<file path="config.mk">
export PLATFORM = sky130hd
export DESIGN_NAME = clock_period_meter
export DESIGN_NICKNAME = d
export VERILOG_FILES = /design/src/rtl/clk_meas_pkg.sv /design/src/rtl/edge_sync_detect.sv /design/src/rtl/clock_period_meter.sv
export SDC_FILE = /design/constraint.sdc
export NUM_CORES = 1
export LEC_CHECK = 0
export ABC_AREA = 0
export CAP_MARGIN = 20
export CORE_ASPECT_RATIO = 0.75
export CORE_MARGIN = 4
export CORE_UTILIZATION = 55
export CTS_CLUSTER_SIZE = 16
export DETAILED_ROUTE_END_ITERATION = 10
export PLACE_DENSITY = 0.87
export SLEW_MARGIN = 0
export SYNTH_ARGS = -nofsm -noshare
export SYNTH_HDL_FRONTEND = slang
export SYNTH_SLANG_ARGS = --single-unit
</file>
<file path="constraint.sdc">
create_clock -name clock_in -period 3.3 [get_ports clock_in]
set_input_delay 0.99 -clock clock_in [delete_from_list [all_inputs] [get_ports clock_in]]
set_output_delay 0.99 -clock clock_in [all_outputs]
set_load 0.01 [all_outputs]
</file>
<file path="src/rtl/clk_meas_pkg.sv">
// Shared types and helpers for the clock period meter.
package clk_meas_pkg;

    typedef enum logic {
        ACQUIRE = 1'b0,
        MEASURE = 1'b1
    } state_t;

    // Rising edges needed after reset or a stall before a result appears.
    localparam int ACQUIRE_RISES = 2;

    // Increment value, holding at the all-ones pattern of the given width.
    function automatic logic [63:0] sat_inc(input logic [63:0] value, input int width);
        logic [63:0] max_val;
        max_val = (width >= 64) ? '1 : ((64'd1 << width) - 64'd1);
        return (value >= max_val) ? max_val : value + 64'd1;
    endfunction

endpackage

</file>
<file path="src/rtl/edge_sync_detect.sv">
// Synchronizer chain for an asynchronous input plus rising-edge detector.
module edge_sync_detect #(
    parameter int SYNC_STAGES = 2
) (
    input  logic clock_in,
    input  logic reset,
    input  logic sig_in,
    output logic s,
    output logic rise
);

    logic [SYNC_STAGES-1:0] sync_reg;
    logic                   s_prev_reg;

    // Shift sig_in through the synchronizer and keep one cycle of history.
    always_ff @(posedge clock_in) begin
        if (reset) begin
            sync_reg   <= '0;
            s_prev_reg <= 1'b0;
        end else begin
            sync_reg   <= {sync_reg[SYNC_STAGES-2:0], sig_in};
            s_prev_reg <= sync_reg[SYNC_STAGES-1];
        end
    end

    assign s    = sync_reg[SYNC_STAGES-1];
    assign rise = s & ~s_prev_reg;

endmodule

</file>
<file path="src/rtl/clock_period_meter.sv">
// Measures period and high time of sig_in in clock_in cycles.
module clock_period_meter
    import clk_meas_pkg::*;
#(
    parameter int WIDTH       = 32,
    parameter int TIMEOUT     = 50_000_000,
    parameter int SYNC_STAGES = 2
) (
    input  logic             clock_in,
    input  logic             reset,
    input  logic             sig_in,
    output logic [WIDTH-1:0] period_count,
    output logic [WIDTH-1:0] high_count,
    output logic             result_valid,
    output logic [15:0]      result_seq,
    output logic             stalled
);

    // Compared at 64 bits so a TIMEOUT beyond the counter range never fires.
    localparam logic [63:0] TIMEOUT_L = 64'(TIMEOUT);

    logic s;
    logic rise;

    edge_sync_detect #(
        .SYNC_STAGES(SYNC_STAGES)
    ) u_edge_sync_detect (
        .clock_in(clock_in),
        .reset   (reset),
        .sig_in  (sig_in),
        .s       (s),
        .rise    (rise)
    );

    state_t           state_reg, state_next;
    logic [WIDTH-1:0] cnt_reg, cnt_next;
    logic [WIDTH-1:0] hcnt_reg, hcnt_next;
    logic [WIDTH-1:0] period_reg, period_next;
    logic [WIDTH-1:0] high_reg, high_next;
    logic             valid_reg, valid_next;
    logic [15:0]      seq_reg, seq_next;
    logic             stalled_reg, stalled_next;
    logic             timeout_hit;

    assign timeout_hit = (64'(cnt_reg) == TIMEOUT_L);

    // State, counter and result registers.
    always_ff @(posedge clock_in) begin
        if (reset) begin
            state_reg   <= ACQUIRE;
            cnt_reg     <= '0;
            hcnt_reg    <= '0;
            period_reg  <= '0;
            high_reg    <= '0;
            valid_reg   <= 1'b0;
            seq_reg     <= '0;
            stalled_reg <= 1'b0;
        end else begin
            state_reg   <= state_next;
            cnt_reg     <= cnt_next;
            hcnt_reg    <= hcnt_next;
            period_reg  <= period_next;
            high_reg    <= high_next;
            valid_reg   <= valid_next;
            seq_reg     <= seq_next;
            stalled_reg <= stalled_next;
        end
    end

    // Next-state logic: acquire a reference edge, then count and report per rise.
    always_comb begin
        state_next   = state_reg;
        cnt_next     = cnt_reg;
        hcnt_next    = hcnt_reg;
        period_next  = period_reg;
        high_next    = high_reg;
        valid_next   = 1'b0;
        seq_next     = seq_reg;
        stalled_next = stalled_reg;

        if (rise) begin
            stalled_next = 1'b0;
        end

        case (state_reg)
            ACQUIRE: begin
                if (rise) begin
                    cnt_next   = WIDTH'(1);
                    hcnt_next  = WIDTH'(1);
                    state_next = MEASURE;
                end
            end
            MEASURE: begin
                if (rise) begin
                    // A rise coinciding with the timeout still closes a valid period.
                    period_next = cnt_reg;
                    high_next   = hcnt_reg;
                    valid_next  = 1'b1;
                    seq_next    = seq_reg + 16'd1;
                    cnt_next    = WIDTH'(1);
                    hcnt_next   = WIDTH'(1);
                end else if (timeout_hit) begin
                    stalled_next = 1'b1;
                    state_next   = ACQUIRE;
                end else begin
                    cnt_next = WIDTH'(sat_inc(64'(cnt_reg), WIDTH));
                    if (s) begin
                        hcnt_next = WIDTH'(sat_inc(64'(hcnt_reg), WIDTH));
                    end
                end
            end
            default: begin
                state_next = ACQUIRE;
            end
        endcase
    end

    assign period_count = period_reg;
    assign high_count   = high_reg;
    assign result_valid = valid_reg;
    assign result_seq   = seq_reg;
    assign stalled      = stalled_reg;

endmodule

</file>
==> tab_implementation.tex, run 1 <==
\begin{tabular}{lr}
\hline
Metric & Value \\
\hline
\multicolumn{2}{l}{\textbf{Power}} \\
Switching share of power & 21.5\% \\
Cell area power density & 473 nW/µm² \\
Power share of the sequential group & 47.0\% \\
Clk pwr share & 50.7\% \\
Int Power & 3.05 mW \\
Cell leakage power & 2.66 nW \\
Power Total & 3.88 mW \\
Logic gate share of total power & 2.3\% \\
Peak supply drop & 0.375 mV \\
Switching component of the power & 0.836 mW \\
\multicolumn{2}{l}{\textbf{CTS}} \\
Resized cells post-CTS & 0 \\
Worst-skew pair later-pin latency & 430 ps \\
Root Buffer & sky130\_fd\_sc\_hd\_\_clkbuf\_16 \\
Number of buffers between clock root and the deepest sink & 2 \\
Number of buffers created by CTS & 17 \\
Hold Buf Count CTS & 0 \\
Htree depth & 4 \\
Clock sink count & 150 \\
Number of buffers inserted by post-CTS setup repair & 0 \\
Clock tree from TritonCTS & built \\
Clock-pin transition on the worst setup and hold timing paths & 60 ps \\
\multicolumn{2}{l}{\textbf{Die}} \\
Die Y-Extent & 103 µm \\
Core region area & 11700 µm² \\
Starting density of the core & 56.6\% \\
Horizontal die dimension & 135 µm \\
Die area & 13900 µm² \\
Number of placed I/O pins & 85 \\
Row count & 34 \\
\multicolumn{2}{l}{\textbf{Cells and area}} \\
Area used by multi-input combinational logic & 3370 µm² \\
Layout cells sized above 1 & 6.22\% \\
Area delta synth->final & 23.8\% \\
Antenna Cells & 0 \\
Layout fillers & 914 \\
Area of all sequential standard cells & 3000 µm² \\
Number of nets in the finished design & 942 \\
\multicolumn{2}{l}{\textbf{Synthesis}} \\
Share of async-settable or async-resettable flops after synthesis & 0\% \\
Ranking of synthesized cells by area & sky130\_fd\_sc\_hd\_\_dfxtp\_1 45\%, sky130\_fd\_sc\_hd\_\_nand2\_1 11\%, sky130\_fd\_sc\_hd\_\_a21oi\_1 7.3\%, sky130\_fd\_sc\_hd\_\_o21ai\_0 4.3\%, sky130\_fd\_sc\_hd\_\_nor2\_1 4.0\% \\
Number of storage elements in the synthesis netlist & 150 \\
Top cell type by total area after synthesis & sky130\_fd\_sc\_hd\_\_dfxtp\_1 \\
Number of enable flip-flop cells after synthesis & 0 \\
Syn\_nets & 874 \\
Avg Inst Size Synth & 7.64 µm² \\
Post-synth design cell area & 6630 µm² \\
Most frequent cell after synthesis & sky130\_fd\_sc\_hd\_\_nand2\_1 \\
Commonest cells in the netlist & 190 x sky130\_fd\_sc\_hd\_\_nand2\_1, 150 x sky130\_fd\_sc\_hd\_\_dfxtp\_1, 96 x sky130\_fd\_sc\_hd\_\_a21oi\_1, 70 x sky130\_fd\_sc\_hd\_\_nor2\_1, 57 x sky130\_fd\_sc\_hd\_\_o21ai\_0 \\
Warnings, synthesis & 0 \\
Synthesized instance count & 867 \\
Area share of the largest cell type after synthesis & 45.3\% \\
Most frequently used flop master after synthesis & sky130\_fd\_sc\_hd\_\_dfxtp\_1 \\
Unique masters post-synth & 55 \\
Sequential share of the synthesized area & 45.3\% \\
\multicolumn{2}{l}{\textbf{STA}} \\
Final setup TNS & 0 ps \\
Final Slew Violations & 0 \\
Worst slew margin relative to its limit & 47.0\% \\
Clock skew after layout & 10.6 ps \\
Transition time of the tightest slew-check pin & 788 ps \\
Setup repair after global routing missed its margin & false \\
FMAX & 352 MHz \\
Fin crit period & 2840 ps \\
Final number of setup-violating endpoints & 0 \\
Final hold violation count & 0 \\
Final clock period utilization by the worst path & 86.0\% \\
Fin Hold WS & 451 ps \\
\multicolumn{2}{l}{\textbf{Routing}} \\
Mean number of vias per cell & 6.05 \\
1st-iter DRT viols & 856 \\
Wire length per cell after detailed routing & 16.4 µm \\
Vias & 6720 \\
DRC Markers & 0 \\
Routed WL & 18200 µm \\
Number of routed nets with antenna violations & 0 \\
Detailed-router iteration count before antenna repair & 7 \\
\multicolumn{2}{l}{\textbf{Worst setup path}} \\
Cell type of the slowest stage on the worst timing path & sky130\_fd\_sc\_hd\_\_or4\_1 \\
Cell class contributing the biggest share of worst-path delay & simple AND/OR/NAND/NOR gates \\
Type of element capturing the critical path & flip-flop \\
Class of the most critical setup path & flip-flop to flip-flop \\
Cell seen most often among critical-path stages & sky130\_fd\_sc\_hd\_\_or4\_1 \\
Data arrival, critical path & 3210 ps \\
Series of cell instances along the critical path & ha\_1 > nand3\_1 > or4\_1 > or3\_1 > or4\_1 > o31ai\_1 > a22o\_1 \\
Number of buffers and inverters on the critical path & 0 \\
Max incr delay on CP & 650 ps \\
Crit Path Max Fanout & 8 \\
Kind of start point of the critical path & flip-flop \\
Req. time, crit path & 3670 ps \\
\multicolumn{2}{l}{\textbf{Status}} \\
Result of the run & completed \\
\multicolumn{2}{l}{\textbf{Flow run}} \\
Max Cap Viol & 0 \\
\multicolumn{2}{l}{\textbf{GRT}} \\
Met2 Use GR & 38.8\% \\
Antenna violations before repair & 0 \\
GR Layer Usage met3 & 7.32\% \\
Met1 Track Usage GR & 40.3\% \\
Gr ovfl total & 0 \\
Global-route wire length before repair & 30500 µm \\
Total routing usage reported by global routing & 27.1\% \\
Maximum number of pins on one net before global-route repair & 69 \\
Vias in the first global route & 6061 \\
Most crowded layer after global routing & met1 \\
\multicolumn{2}{l}{\textbf{Place}} \\
GPL Wtd Cong & 0.943 \\
HPWL reported at the end of detailed placement & 12100 µm \\
Port Buf Inserts & 84 \\
\multicolumn{2}{l}{\textbf{Hold path}} \\
Hold Path Class & flip-flop to flip-flop \\
\hline
\end{tabular}
==> path summary, 6_finish.rpt <==
kind / from / endpoint / slack, ps / depth (start not counted)
worst max-delay path: hcnt_reg[0] / hcnt_reg[3] / 460 / 7
worst min-delay path: period_count[22] / period_count[22] / 450 / 2
worst max register to register: hcnt_reg[0] / hcnt_reg[3] / 460 / 7
worst min register to register: period_count[22] / period_count[22] / 450 / 2
==> cells by family after synthesis <==
logic type	synth area share, %
AO/OA/AOI/OAI	18.9
XOR/XNOR	1.72
adder cells (fa/ha/maj)	0.755
buffers and inverters	4.00
flip-flops	45.3
AND/OR/NAND/NOR	29.3
==> stage by stage <==
stage	instances	instance area, µm²	utilization, %	worst slack (ps)
CTS	1110	8200	70.1	504
global placement	1078	7600	65.0	559
detailed placement	1078	7600	65.0	522
global route	1110	8200	70.1	250
finish	1110	8200	70.1	461
floorplan	867	6630	-	649
==> cell type report <==
cell class / instances / area share (%)
Clock buffer: 20 / 5.45
Timing Repair Buffer: 101 / 11.8
Sequential cell: 150 / 36.6
Tap cell: 162 / 2.47
Inverter: 16 / 0.732
Multi-Input combinational cell: 649 / 41.1
Clock inverter: 12 / 1.86
==> per-layer routing <==
metal  part of all wire, %  vias to the layer above
met1                    45                     3084
met4                   1.6                        0
li1                      -                     3215
met3                    12                       39
met2                    42                      382
met5                     0                        -
==> power groups by stage <==
stage | Clock [mW] | Sequential (mW) | Combinational [mW]
after global routing | 2.07 | 1.82 | 0.0964
after detailed placement | 0 | 1.86 | 0.0856
after floorplan | 0 | 1.86 | 0.0593
final | 1.97 | 1.82 | 0.0879
after CTS | 1.99 | 1.82 | 0.0863
after global placement | 0 | 1.86 | 0.0845
==> worst min-delay path, stage by stage (launching register included) <==
cell and delay, ps:
sky130_fd_sc_hd__dfxtp_1 310, sky130_fd_sc_hd__nand2_1 50, sky130_fd_sc_hd__a21oi_1 50
==> cells in the final DEF (no fill, tap or decap), types with 4 or more instances in the layout <==
master	instances
sky130_fd_sc_hd__nand2_1	190
sky130_fd_sc_hd__or3_1	6
sky130_fd_sc_hd__buf_4	18
sky130_fd_sc_hd__ha_1	4
sky130_fd_sc_hd__and2_1	6
sky130_fd_sc_hd__nor3b_1	4
sky130_fd_sc_hd__a311oi_1	7
sky130_fd_sc_hd__nor2_1	69
sky130_fd_sc_hd__and3_1	6
sky130_fd_sc_hd__a21oi_1	96
sky130_fd_sc_hd__a211oi_1	8
sky130_fd_sc_hd__o21a_1	7
sky130_fd_sc_hd__and4_1	5
sky130_fd_sc_hd__nor3_1	34
sky130_fd_sc_hd__nor2b_1	6
sky130_fd_sc_hd__clkbuf_16	17
sky130_fd_sc_hd__dfxtp_1	150
sky130_fd_sc_hd__nand3_1	25
sky130_fd_sc_hd__clkdlybuf4s50_1	83
sky130_fd_sc_hd__or4_1	5
sky130_fd_sc_hd__o21ai_0	57
sky130_fd_sc_hd__clkinv_2	4
sky130_fd_sc_hd__inv_1	16
sky130_fd_sc_hd__xor2_1	10
sky130_fd_sc_hd__a31oi_1	14
sky130_fd_sc_hd__nand4_1	24
sky130_fd_sc_hd__nor4_1	17
Note: power is estimated with default switching activity, not from simulation.
==> run 2: changes to the inputs <==
Settings changed: TNS_END_PERCENT set to 20.
==> results of run 2 <==
Same layout as run 1: the final DEF is identical, and so are final timing and power.
==> variant 1 (flow settings as in run 1) <==
`WIDTH`: 32 -> 28.
--- a/src/rtl/clock_period_meter.sv
+++ b/src/rtl/clock_period_meter.sv
@@ -2,7 +2,7 @@
 module clock_period_meter
     import clk_meas_pkg::*;
 #(
-    parameter int WIDTH       = 32,
+    parameter int WIDTH       = 28,
     parameter int TIMEOUT     = 50_000_000,
     parameter int SYNC_STAGES = 2
 ) (
Ports: changed (resized high_count and period_count); port bits go from 85 to 77. No check against the original RTL was run, so the function may have changed too.
==> variant 1 against run 1 <==
- synthesized cell count down 12%
- clock skew down 4.3 ps
- area after synthesis down 6.5%
- critical path depth unchanged
- wire length down 9.2%
- total power down 9.6%
- worst setup slack better by 170 ps
- sequential cell count down 16
- first-iteration DRC count down 31%
- hold slack worse by 5.3 ps
- design area down 8.5%
- critical endpoint is now cnt_reg[9]
==> variant 1: results (changes against run 1) <==
- Status: complete, no violations (unchanged)
- Post-Synth Adder-Cell Area: 0.00808 (was 0.00755)
- Compound-Gate Fraction of Synth Area: 0.213 (was 0.189)
- Placed cell area: 6930 um^2 (was 7600 um^2)
- Setup Skew: 6.25 ps (was 10.6 ps)
- Maximum fanout along the worst path: 20 (was 8)
- Synth Area in XOR/XNOR: 0.0141 (was 0.0172)
- Switching Share: 0.214 (was 0.215)
- Vias in the first global route: 5486 (was 6061)
- Critical path arrival: 2980 ps (was 3210 ps)
- Port bufs: 76 (was 84)
- Flop2flop setup slack: 630 ps (was 460 ps)
- Post-synth cell types: 62 (was 55)
- Syn avg cell area: 8.14 um^2 (was 7.64 um^2)
- Total global-route track usage: 0.256 (was 0.271)
- VDD IR max: 0.000387 V (was 0.000375 V)
- Final GP Congestion: 0.922 (was 0.943)
- Main area contributors after synthesis: dfxtp_1 43%, nand2_1 9.6%, a21oi_1 6.7%, clkbuf_1 2.5%, nor3_1 2.3% (was dfxtp_1 45%, nand2_1 11%, a21oi_1 7.3%, o21ai_0 4.3%, nor2_1 4.0%)
- Global-route wire length before repair: 27200 um (was 30500 um)
- Detailed-route vias per instance: 6.19 (was 6.05)
- Largest net degree at the start of global routing: 59 (was 69)
- Pwr Total: 3.51 mW (was 3.88 mW)
- Placed Cells: 929 (was 1078)
- WL/cell: 17.2 um (was 16.4 um)
- Drt pass-1 iters: 6 (was 7)
- Post-DP HPWL: 11100 um (was 12100 um)
- Slew @ Worst Pin: 845 ps (was 788 ps)
- # diodes: 0 (unchanged)
- Routed wire length: 16600 um (was 18200 um)
- CP Launch Point: cnt_reg[0] (was hcnt_reg[0])
- Critical path type: flop to flop (unchanged)
- Final net count: 816 (was 942)
- Commonest cells in the netlist: 158 x nand2_1, 134 x dfxtp_1, 83 x a21oi_1 (was 190 x nand2_1, 150 x dfxtp_1, 96 x a21oi_1)
- Mapped Nets: 768 (was 874)
- Worst hold margin: 446 ps (was 451 ps)
- P_comb: 81.3 uW (was 87.9 uW)
- Clk_lat worst skew: 410 ps (was 430 ps)
- Share of cells above drive strength 1: 0.0840 (was 0.0622)
- 1st-iter DRT viols: 594 (was 856)
- Sequential cell area fraction in the yosys report: 0.433 (was 0.453)
- Seq power: 1.63 mW (was 1.82 mW)
- Fmax: 374 MHz (was 352 MHz)
## variant 1: layer usage
metal / up-vias / GRT usage / part of all wire
met3: 24 / 0.0782 / 0.096
met4: 0 / 0.0656 / 0.0086
li1: 2874 / - / -
met1: 2760 / 0.369 / 0.46
met5: - / 0 / 0
met2: 291 / 0.374 / 0.44
## variant 1: kinds of logic after synthesis
logic type / Yosys count
and+or+nand+nor: 350
adders and majority gates: 4
DFF: 134
xor gates and xnor gates: 10
AOI/OAI and AO/OA: 195
buffers and inverters: 68
## variant 1: cell type report
type,count,area [um^2]
clock buffers,21,450
clock inverters,10,106
fillers,882,3480
inverters,13,48.8
multi-input cells,559,3210
flip-flops and latches,134,2680
well taps,140,175
repair buffers,84,831
## variant 1: how the worst min path moves through the flow
stage / startpoint / to / cells after the start
floorplan: u_edge_sync_detect.sync_reg[0] / u_edge_sync_detect.sync_reg[1] / 1
global placement: u_edge_sync_detect.sync_reg[0] / u_edge_sync_detect.sync_reg[1] / 1
detailed placement: u_edge_sync_detect.sync_reg[0] / u_edge_sync_detect.sync_reg[1] / 1
CTS: u_edge_sync_detect.sync_reg[0] / u_edge_sync_detect.sync_reg[1] / 1
global route: u_edge_sync_detect.sync_reg[0] / u_edge_sync_detect.sync_reg[1] / 1
finish: u_edge_sync_detect.sync_reg[0] / u_edge_sync_detect.sync_reg[1] / 1
## variant 1: worst max-delay path, stage by stage (launching register included)
cell and delay [ps]:
dfxtp_1 490, inv_1 80, ha_1 210, nor4bb_1 150, nand3_1 210, o21a_1 700
nand2_1 360, o221a_2 370
==> variant 2 (settings of run 1) <==
Made on the original files. Reset style: asynchronous (`reset`), changed in 2 clocked blocks.
--- a/src/rtl/edge_sync_detect.sv
+++ b/src/rtl/edge_sync_detect.sv
@@ -13,7 +13,7 @@
     logic                   s_prev_reg;
 
     // Shift sig_in through the synchronizer and keep one cycle of history.
-    always_ff @(posedge clock_in) begin
+    always_ff @(posedge clock_in or posedge reset) begin
         if (reset) begin
             sync_reg   <= '0;
             s_prev_reg <= 1'b0;
--- a/src/rtl/clock_period_meter.sv
+++ b/src/rtl/clock_period_meter.sv
@@ -45,7 +45,7 @@
     assign timeout_hit = (64'(cnt_reg) == TIMEOUT_L);
 
     // State, counter and result registers.
-    always_ff @(posedge clock_in) begin
+    always_ff @(posedge clock_in or posedge reset) begin
         if (reset) begin
             state_reg   <= ACQUIRE;
             cnt_reg     <= '0;
Check against the original RTL: differs if reset is asserted again (counterexample within 10 cycles, from zero or initial values and one cycle with reset high); with reset held inactive, the same outputs for 10 cycles.
==> variant 2 against run 1 <==
- sequential cell count unchanged
- global-route usage shrank 0.52 points
- design area grew 5.8%
- area after synthesis rose by 6.5%
- wire length grew 5.8%
- worst setup slack improved by 160 ps
- largest cell class is now sequential cells
Power is not compared: it rests on default switching activity, and its combinational part moved more than twofold at a synthesized area within 25%.
==> variant 2: results (changes against run 1) <==
- Metal-1 WL: 8830 um (was 8160 um)
- Multi-input gates: 546 (was 649)
- Hold worst-path end: u_edge_sync_detect.sync_reg[1] (was period_count[22])
- Buffers, non-clock: 99 (was 101)
- Multi-input combinational area share: 0.353 (was 0.411)
- Compound-Gate Fraction of Synth Area: 0.148 (was 0.189)
- Global-route wire length before repair: 31900 um (was 30500 um)
- Largest net degree at the start of global routing: 95 (was 69)
- Layout clock area frac: 0.0700 (was 0.0731)
- Total global-route track usage: 0.266 (was 0.271)
- Critical path arrival: 3000 ps (was 3210 ps)
- R2r worst-path depth: 5 (was 7)
- Fill count: 910 (was 914)
- 1st-iter DRT viols: 690 (was 856)
- CTS Root Cell: clkbuf_16 (unchanged)
- FF-to-FF Start: cnt_reg[10] (was hcnt_reg[0])
- Post-synth cell types: 58 (was 55)
- Max stage delay on crit path: 580 ps (was 650 ps)
- Non-clk buf share: 0.113 (was 0.118)
- Met2 wire length: 8210 um (was 7670 um)
- Hold Path Depth: 0 (was 2)
- Share of cells above drive strength 1: 0.0783 (was 0.0622)
- Slew margin rel.: 0.400 (was 0.470)
- Synth Area in XOR/XNOR: 0.0186 (was 0.0172)
- Final net count: 837 (was 942)
- Setup Skew: 8.38 ps (was 10.6 ps)
- Clock buffers: 18 (was 20)
- Mapped Nets: 763 (was 874)
- Maximum fanout along the worst path: 16 (was 8)
- Status: complete, no violations (unchanged)
- Detailed-route vias per instance: 6.32 (was 6.05)
- Min-delay src: u_edge_sync_detect.sync_reg[0] (was period_count[22])
- Vias in the first global route: 6163 (was 6061)
- Post-Synth Adder-Cell Area: 0.00709 (was 0.00755)
- Post-DP HPWL: 12700 um (was 12100 um)
- Crit path capture: hcnt_reg[10] (was hcnt_reg[3])
- Multiplexer share of the synthesized area: 0.00142 (was 0)
- Seq area share: 0.433 (was 0.366)
- CP max stage cell: or4b_1 (was or4_1)
- Commonest cells in the netlist: 201 x nand2_1, 150 x dfrtp_1, 38 x a21oi_1 (was 190 x nand2_1, 150 x dfxtp_1, 96 x a21oi_1)
- Final GP Congestion: 0.936 (was 0.943)
- Asr flop ratio synth: 1.00 (was 0)
==> variant 2: through the flow <==
stage	area, um^2	setup slack, ps	cells	hold WS, ps
2_1_floorplan	7060	421	756	331
3_3_place_gp	8070	803	977	336
3_5_place_dp	8070	688	977	367
4_1_cts	8670	661	1009	381
5_1_grt	8670	412	1009	380
6_report	8670	622	1009	378
==> variant 2: per-layer routing <==
| layer | up-vias | global-route usage |
|---|---|---|
| met5 | - | 0 |
| li1 | 2884 | - |
| met2 | 380 | 0.375 |
| met1 | 3084 | 0.403 |
| met3 | 29 | 0.0728 |
| met4 | 0 | 0.0754 |
==> variant 2: power by group through the flow <==
stage	Sequential [mW]	Clock (mW)	Combinational (mW)
floorplan	2.06	0	0.216
detailed placement	2.08	0	0.411
global placement	2.07	0	0.400
global route	2.06	2.11	0.454
CTS	2.05	2.00	0.413
finish	2.05	1.99	0.410
